**src/rtl/uart_pkg.sv**
```systemverilog
// UART shared types: transmit FSM states and parity mode encodings.
// Latency: none (types and constants only).
// Backpressure: none (types and constants only).
package uart_pkg;

    typedef enum logic [2:0] {
        IDLE,
        START,
        DATA,
        PARITY,
        STOP
    } tx_state_t;

    localparam int PAR_NONE = 0;
    localparam int PAR_EVEN = 1;
    localparam int PAR_ODD  = 2;

endpackage

```
**src/rtl/uart_tx_frame_if.sv**
```systemverilog
// Producer-side word handshake into the UART transmitter.
// Latency: none (wires only).
// Backpressure: tx_ready low while the transmitter's holding register is full.
interface uart_tx_frame_if #(
    parameter int DATA_W = 8
);
    logic [DATA_W-1:0] tx_data;
    logic              tx_valid;
    logic              tx_ready;

    modport master (output tx_data, output tx_valid, input tx_ready);
    modport slave  (input tx_data, input tx_valid, output tx_ready);
endinterface

```
**src/rtl/uart_bit_timer.sv**
```systemverilog
// Bit-period counter 0..OVERSAMPLE-1 with start-of-bit / end-of-bit strobes.
// Latency: strobes are combinational from the count; count held at 0 while en is low.
// Backpressure: none.
module uart_bit_timer #(
    parameter int OVERSAMPLE = 16
) (
    input  logic clk16,
    input  logic rst,
    input  logic en,
    output logic bit_start,
    output logic bit_end
);
    localparam int              CNT_W = $clog2(OVERSAMPLE);
    localparam logic [CNT_W-1:0] LAST = CNT_W'(OVERSAMPLE - 1);

    logic [CNT_W-1:0] cnt_q, cnt_d;

    always_comb begin
        cnt_d = cnt_q + 1'b1;
        if (!en || cnt_q == LAST) begin
            cnt_d = '0;
        end
    end

    always_ff @(posedge clk16) begin
        if (rst) begin
            cnt_q <= '0;
        end else begin
            cnt_q <= cnt_d;
        end
    end

    assign bit_start = en && (cnt_q == '0);
    assign bit_end   = en && (cnt_q == LAST);
endmodule

```
**src/rtl/uart_tx_frame.sv**
```systemverilog
// UART transmitter: start, DATA_W bits LSB first, optional parity (UART_TX_PARITY_EN), 1-2 stop bits.
// Latency: handshake at edge N -> start bit on the line from edge N+1; frames chain with no idle gap.
// Backpressure: one-entry holding register; tx_ready low while it is full.
module uart_tx_frame
    import uart_pkg::*;
#(
    parameter int DATA_W      = 8,
    parameter int OVERSAMPLE  = 16,
    parameter int STOP_BITS   = 1,
    parameter int PARITY_MODE = PAR_NONE
) (
    input  logic            clk16,
    input  logic            rst,
    uart_tx_frame_if.slave  tx_if,
    output logic            serial_data,
    output logic            tx_busy,
    output logic            tx_end,
    output logic            clk_tx
);
    localparam int               IDX_W     = $clog2(DATA_W);
    localparam logic [IDX_W-1:0] LAST_DATA = IDX_W'(DATA_W - 1);
    localparam logic [IDX_W-1:0] LAST_STOP = IDX_W'(STOP_BITS - 1);
`ifdef UART_TX_PARITY_EN
    localparam bit PAR_ACT = (PARITY_MODE != PAR_NONE);
`else
    localparam bit PAR_ACT = 1'b0;
`endif

    if (DATA_W < 5 || DATA_W > 9 || OVERSAMPLE < 4 || OVERSAMPLE > 64 ||
        STOP_BITS < 1 || STOP_BITS > 2 || PARITY_MODE < PAR_NONE || PARITY_MODE > PAR_ODD) begin : g_bad_cfg
        $error("uart_tx_frame: illegal parameter value");
    end

    tx_state_t         state_q, state_d;
    logic [IDX_W-1:0]  idx_q, idx_d;
    logic [DATA_W-1:0] shift_q, shift_d;
    logic [DATA_W-1:0] hold_q, hold_d;
    logic              hold_full_q, hold_full_d;
    logic              load;
    logic              bit_start, bit_end;

    uart_bit_timer #(.OVERSAMPLE(OVERSAMPLE)) u_bit_timer (
        .clk16     (clk16),
        .rst       (rst),
        .en        (state_q != IDLE),
        .bit_start (bit_start),
        .bit_end   (bit_end)
    );

    // idx_q counts data bits in DATA and stop bits in STOP.
    always_comb begin
        state_d = state_q;
        idx_d   = idx_q;
        shift_d = shift_q;
        load    = 1'b0;
        case (state_q)
            IDLE: if (hold_full_q) begin
                state_d = START;
                load    = 1'b1;
            end
            START: if (bit_end) begin
                state_d = DATA;
                idx_d   = '0;
            end
            DATA: if (bit_end) begin
                shift_d = shift_q >> 1;
                idx_d   = idx_q + 1'b1;
                if (idx_q == LAST_DATA) begin
                    idx_d   = '0;
                    state_d = PAR_ACT ? PARITY : STOP;
                end
            end
`ifdef UART_TX_PARITY_EN
            PARITY: if (bit_end) begin
                state_d = STOP;
                idx_d   = '0;
            end
`endif
            STOP: if (bit_end) begin
                idx_d = idx_q + 1'b1;
                if (idx_q == LAST_STOP) begin
                    idx_d = '0;
                    if (hold_full_q) begin
                        state_d = START;
                        load    = 1'b1;
                    end else begin
                        state_d = IDLE;
                    end
                end
            end
            default: state_d = IDLE;
        endcase
        if (load) begin
            shift_d = hold_q;
        end

        // Load (needs full) and capture (needs empty) can never coincide.
        hold_full_d = hold_full_q;
        hold_d      = hold_q;
        if (load) begin
            hold_full_d = 1'b0;
        end
        if (tx_if.tx_valid && !hold_full_q) begin
            hold_full_d = 1'b1;
            hold_d      = tx_if.tx_data;
        end
    end

    always_ff @(posedge clk16) begin
        if (rst) begin
            state_q     <= IDLE;
            idx_q       <= '0;
            shift_q     <= '0;
            hold_q      <= '0;
            hold_full_q <= 1'b0;
        end else begin
            state_q     <= state_d;
            idx_q       <= idx_d;
            shift_q     <= shift_d;
            hold_q      <= hold_d;
            hold_full_q <= hold_full_d;
        end
    end

`ifdef UART_TX_PARITY_EN
    logic par_q, par_d;

    // Parity is taken from the word as it leaves the holding register.
    always_comb begin
        par_d = par_q;
        if (load) begin
            par_d = (^hold_q) ^ (PARITY_MODE == PAR_ODD);
        end
    end

    always_ff @(posedge clk16) begin
        if (rst) begin
            par_q <= 1'b0;
        end else begin
            par_q <= par_d;
        end
    end
`endif

    always_comb begin
        serial_data = 1'b1;
        case (state_q)
            START:   serial_data = 1'b0;
            DATA:    serial_data = shift_q[0];
`ifdef UART_TX_PARITY_EN
            PARITY:  serial_data = par_q;
`endif
            default: serial_data = 1'b1;
        endcase
    end

    assign tx_if.tx_ready = !hold_full_q;
    assign tx_busy        = (state_q != IDLE);
    assign clk_tx         = bit_start;
    assign tx_end         = (state_q == STOP) && (idx_q == LAST_STOP) && bit_end;
endmodule

```
**src/flat_wrapper.sv**
```systemverilog
// flat-port wrapper written by rule: the top's interface ports become plain ports
module uart_tx_frame_flat import uart_pkg::*;
#(
    parameter int DATA_W      = 8,
    parameter int OVERSAMPLE  = 16,
    parameter int STOP_BITS   = 1,
    parameter int PARITY_MODE = PAR_NONE
)
  (clk16, rst, serial_data, tx_busy, tx_end, clk_tx, tx_if_tx_data, tx_if_tx_valid, tx_if_tx_ready);
  uart_tx_frame_if #(.DATA_W(DATA_W)) tx_if_i ();
  input  logic clk16;
  input  logic rst;
  output logic serial_data;
  output logic tx_busy;
  output logic tx_end;
  output logic clk_tx;
  input wire logic [$bits(tx_if_i.tx_data)-1:0] tx_if_tx_data;
  input wire logic [$bits(tx_if_i.tx_valid)-1:0] tx_if_tx_valid;
  output wire logic [$bits(tx_if_i.tx_ready)-1:0] tx_if_tx_ready;
  assign tx_if_i.tx_data = tx_if_tx_data;
  assign tx_if_i.tx_valid = tx_if_tx_valid;
  assign tx_if_tx_ready = tx_if_i.tx_ready;
  uart_tx_frame #(.DATA_W(DATA_W), .OVERSAMPLE(OVERSAMPLE), .STOP_BITS(STOP_BITS), .PARITY_MODE(PARITY_MODE)) u_core (.clk16(clk16), .rst(rst), .tx_if(tx_if_i), .serial_data(serial_data), .tx_busy(tx_busy), .tx_end(tx_end), .clk_tx(clk_tx));
endmodule
```
**config.mk**
```make
export PLATFORM = sky130hd
export DESIGN_NAME = uart_tx_frame_flat
export DESIGN_NICKNAME = d
export VERILOG_FILES = /design/src/rtl/uart_pkg.sv /design/src/rtl/uart_tx_frame_if.sv /design/src/rtl/uart_bit_timer.sv /design/src/rtl/uart_tx_frame.sv /design/src/flat_wrapper.sv
export SDC_FILE = /design/constraint.sdc
export NUM_CORES = 1
export LEC_CHECK = 0
export CORE_AREA = 4 4 63 51
export DETAILED_ROUTE_END_ITERATION = 7
export DIE_AREA = 0 0 67 55
export MAX_ROUTING_LAYER = met4
export PLACE_DENSITY = 0.82
export SLEW_MARGIN = 20
export SYNTH_ARGS = -nofsm -noshare
export SYNTH_HDL_FRONTEND = slang
export SYNTH_SLANG_ARGS = --single-unit
```
**constraint.sdc**
```tcl
create_clock -name clk16 -period 2 [get_ports clk16]
set_input_delay 0.4 -clock clk16 [delete_from_list [all_inputs] [get_ports clk16]]
set_output_delay 0.4 -clock clk16 [all_outputs]
set_load 0.05 [all_outputs]
```
==> summary.txt, run 1 <==
Global route
  – Largest net degree at the start of global routing: 23
  – Vias in the first global route: between 1,000 and 1,500
  – Total GRT Usage: between 10% and 20%
  – GRT overflow: 0
  – Antenna violations before repair: 0
  – First-pass GRT wire length: 4400 um

Timing
  – Worst Tran Pin Value: 499 ps
  – Fmax: ~0.52 GHz
  – Crit share post-route: between 90% and 100%
  – Slew Limit Fails: 0
  – WHS: roughly 460 ps
  – RSZ-0062 raised after global routing: false
  – Clock skew after layout: between 7 and 8 ps
  – Final setup margin: around 95 ps
  – Slew margin rel.: 66.6%
  – TNS Setup: 0 ps
  – Final min period: roughly 1900 ps
  – Final Hold Fails: 0
  – Endpoints failing setup: 0

Power
  – Peak supply drop: roughly 0.61 mV
  – Power Density: 937 nW/um2
  – Sw Ratio: 38.3%
  – Leakage: 0.000566 uW
  – Comb pwr share: 36.6%
  – Flop pwr share: a little under half
  – Net switching power: 556 uW
  – P_int: approximately 890 uW
  – Clock power frac: about 18%

Setup path
  – RR Startpoint: u_core.u_bit_timer.cnt_q[0]$_SDFF_PP0_
  – FF-to-FF End: u_core.state_q[2]$_SDFFE_PP0P_
  – Crit Path Category: reg2out
  – Setup crit end: tx_end
  – Reg2reg setup slack: ~250 ps
  – CP Data Arrival Time: ~1500 ps
  – CP endpoint kind: output pin
  – CP startpoint: u_core.state_q[0]$_SDFFE_PP0P_
  – CP max FO: 10
  – Worst r2r path cells: 6
  – Startpoint types: register
  – CP required: around 1600 ps

Detailed routing
  – Drt pass-1 iters: 4
  – Drt total wl: about 2600 um
  – Via Count: 1,067
  – Detailed Route Iter0 Violations: just over 50
  – Vias per std cell: between 5 and 6
  – Routed Antenna Nets: 0
  – DRC viols: 0
  – Routed len/inst: about 14 um

Synth
  – Netlist cell types: 39
  – Avg Inst Size Synth: ~8.9 um2
  – Cell Area, Synth: 1270 um2
  – Syn. warnings: 0
  – Synth Flop Type: dfxtp_1
  – Mux cell area share after synthesis: approximately 7%
  – Ys async rst share: 0%
  – Yosys top cell by area: dfxtp_1
  – Seq cells post-synth: 27
  – Post-synthesis sequential area ratio: around 43%
  – Post-synth EDFFs: 0
  – XOR/XNOR Fraction of Synth Area: approximately 1.4%
  – Ranking of synthesized cells by area: dfxtp_1, mux2i_1, a21oi_1
  – Synth top area share: between 40% and 50%
  – Adder-cell share of the synthesized area: 4.93%
  – Syn Nets: approximately 160
  – Largest family of logic cells by synthesized area: simple AND/OR/NAND/NOR gates
  – Syn Inst Count: between 100 and 150
  – Post-synthesis simple-gate area fraction: between 20 and 25%
  – Compound-gate portion of the synthesized area: roughly 14%

Floorplan
  – Chip width: about 67 um
  – Die height: about 55 um
  – Initial Utilization: around 50%
  – Core area: around 2500 um2
  – Ports: 16
  – Die area: about 3700 um2
  – Row count: 16

Clocking
  – # hold bufs at CTS: 0
  – Clk root buf: clkbuf_4
  – Postcts setup bufs: 0
  – Clk buf depth: 2
  – Worst-Skew Late Latency: 340 ps
  – Reg clk slew, reported paths: roughly 150 ps
  – CTS Sinks: 27
  – CTS tree: built
  – CTS buffer count: 3
  – CTS H-tree depth: 1

Final layout
  – NumNets Final: 175
  – Final instance area: ~1500 um2
  – FILL cells: 224
  – Most frequent cells in the layout: dfxtp_1, nor2_1, nand2_1, a21oi_1, clkdlybuf4s50_1
  – Ant diodes: 0
  – Post-layout util: about three fifths
  – Commonest non-fill, non-tap cell in the layout: dfxtp_1
  – Layout cells sized above 1: 17.7%
  – Area growth, synth to finish: 22.0%

Job
  – Max_cap viols: 0

Place
  – GPL Wtd Cong: between 0.8 and 0.9
  – Pre-CTS setup slack: 210 ps
  – PortBufs: 15
  – DP HPWL: 1990 um
  – Area after DPL: ~1500 um2

Worst hold path
  – Worst hold path class: reg2reg

Outcome
  – Status: finished, final reports clean
-- sequential cells by signal (all words and copies together) (netlist names) --
register	flops
u_core.hold_full_q	1
u_core.hold_q	8
u_core.idx_q	3
u_core.shift_q	8
u_core.state_q	3
u_core.u_bit_timer.cnt_q	4
-- worst max-delay path, stage by stage (launching register included) --
cell     delay [ps]
dfxtp_2         420
nor2_2          230
nand2_1         130
nor3_4          230
buf_12          160
-- through the flow --
step,std cells,total power (uW)
after floorplan,142,1020
after global placement,190,1170
after detailed placement,190,1200
after CTS,194,1450
after global routing,194,1530
final,194,1450
-- cells in the mapped netlist, drive strengths merged, types with 2 or more instances --
| cell type | n |
|---|---|
| nor3 | 5 |
| nand2 | 13 |
| dfxtp | 27 |
| nor3b | 2 |
| a21oi | 14 |
| inv | 8 |
| clkbuf | 3 |
| o21ai | 3 |
| ha | 5 |
| buf | 3 |
| nand4 | 3 |
| mux2i | 9 |
| nand3 | 5 |
| nand2b | 3 |
| nor2b | 2 |
| a22oi | 6 |
| and3 | 2 |
| nor2 | 15 |
-- routing by layer --
layer,wire length (um),GRT usage [%],share of wire (%),vias up
li1,-,-,-,530
met1,1120,17.4,43,506
met2,1380,30.8,53,29
met3,119,3.84,4.5,2
met4,6,1.01,0.23,0
met5,0,-,0,-
-- what timing repair did --
item / 4_1_cts / 5_1_grt
gates resized for setup: 5 / 4
setup endpoints to repair: 3 / 2
pin swaps: 0 / 1
-- logic make-up after synthesis --
| family | after synthesis |
|---|---|
| buffers and inverters | 14 |
| multiplexers | 9 |
| AO/OA/AOI/OAI | 29 |
| XOR/XNOR | 2 |
| adder cells (fa/ha/maj) | 5 |
| AND/OR/NAND/NOR | 56 |
| flip-flops | 27 |
-- power groups by stage --
stage          clock network, uW  logic, uW  registers [uW]
2_1_floorplan                  0        393             623
3_5_place_dp                   0        530             665
4_1_cts                      265        533             657
6_report                     260        530             660
3_3_place_gp                   0        512             660
5_1_grt                      289        572             672
-- final cells by class --
class                           instances  area, um2  share of cell area (%)
Timing Repair Buffer                   18        199                    12.9
Clock buffer                            3       22.5                    1.46
Multi-Input combinational cell        101        697                    45.0
Inverter                                8       30.0                    1.94
Tap cell                               36       45.0                    2.91
Clock inverter                          1       8.76                   0.566
Sequential cell                        27        546                    35.2
-- how the worst min path moves through the flow --
| stage | start | endpoint | slack (ps) | cells past startpoint |
|---|---|---|---|---|
| after global placement | u_core.shift_q[3]$_SDFFE_PP0P_ | u_core.shift_q[3]$_SDFFE_PP0P_ | 440 | 2 |
| after CTS | u_core.u_bit_timer.cnt_q[0]$_SDFF_PP0_ | u_core.u_bit_timer.cnt_q[0]$_SDFF_PP0_ | 470 | 1 |
| after floorplan | u_core.u_bit_timer.cnt_q[0]$_SDFF_PP0_ | u_core.u_bit_timer.cnt_q[0]$_SDFF_PP0_ | 430 | 1 |
| after global routing | u_core.u_bit_timer.cnt_q[0]$_SDFF_PP0_ | u_core.u_bit_timer.cnt_q[0]$_SDFF_PP0_ | 490 | 1 |
| after detailed placement | u_core.shift_q[3]$_SDFFE_PP0P_ | u_core.shift_q[3]$_SDFFE_PP0P_ | 450 | 2 |
| final | u_core.u_bit_timer.cnt_q[0]$_SDFF_PP0_ | u_core.u_bit_timer.cnt_q[0]$_SDFF_PP0_ | 460 | 1 |
Note: power is estimated with default switching activity, not from simulation.
==> run 2: changes to the inputs <==
- SLEW_MARGIN: 20 -> 15
==> results of run 2 <==
Final layout, timing and power as in run 1 (identical DEF).
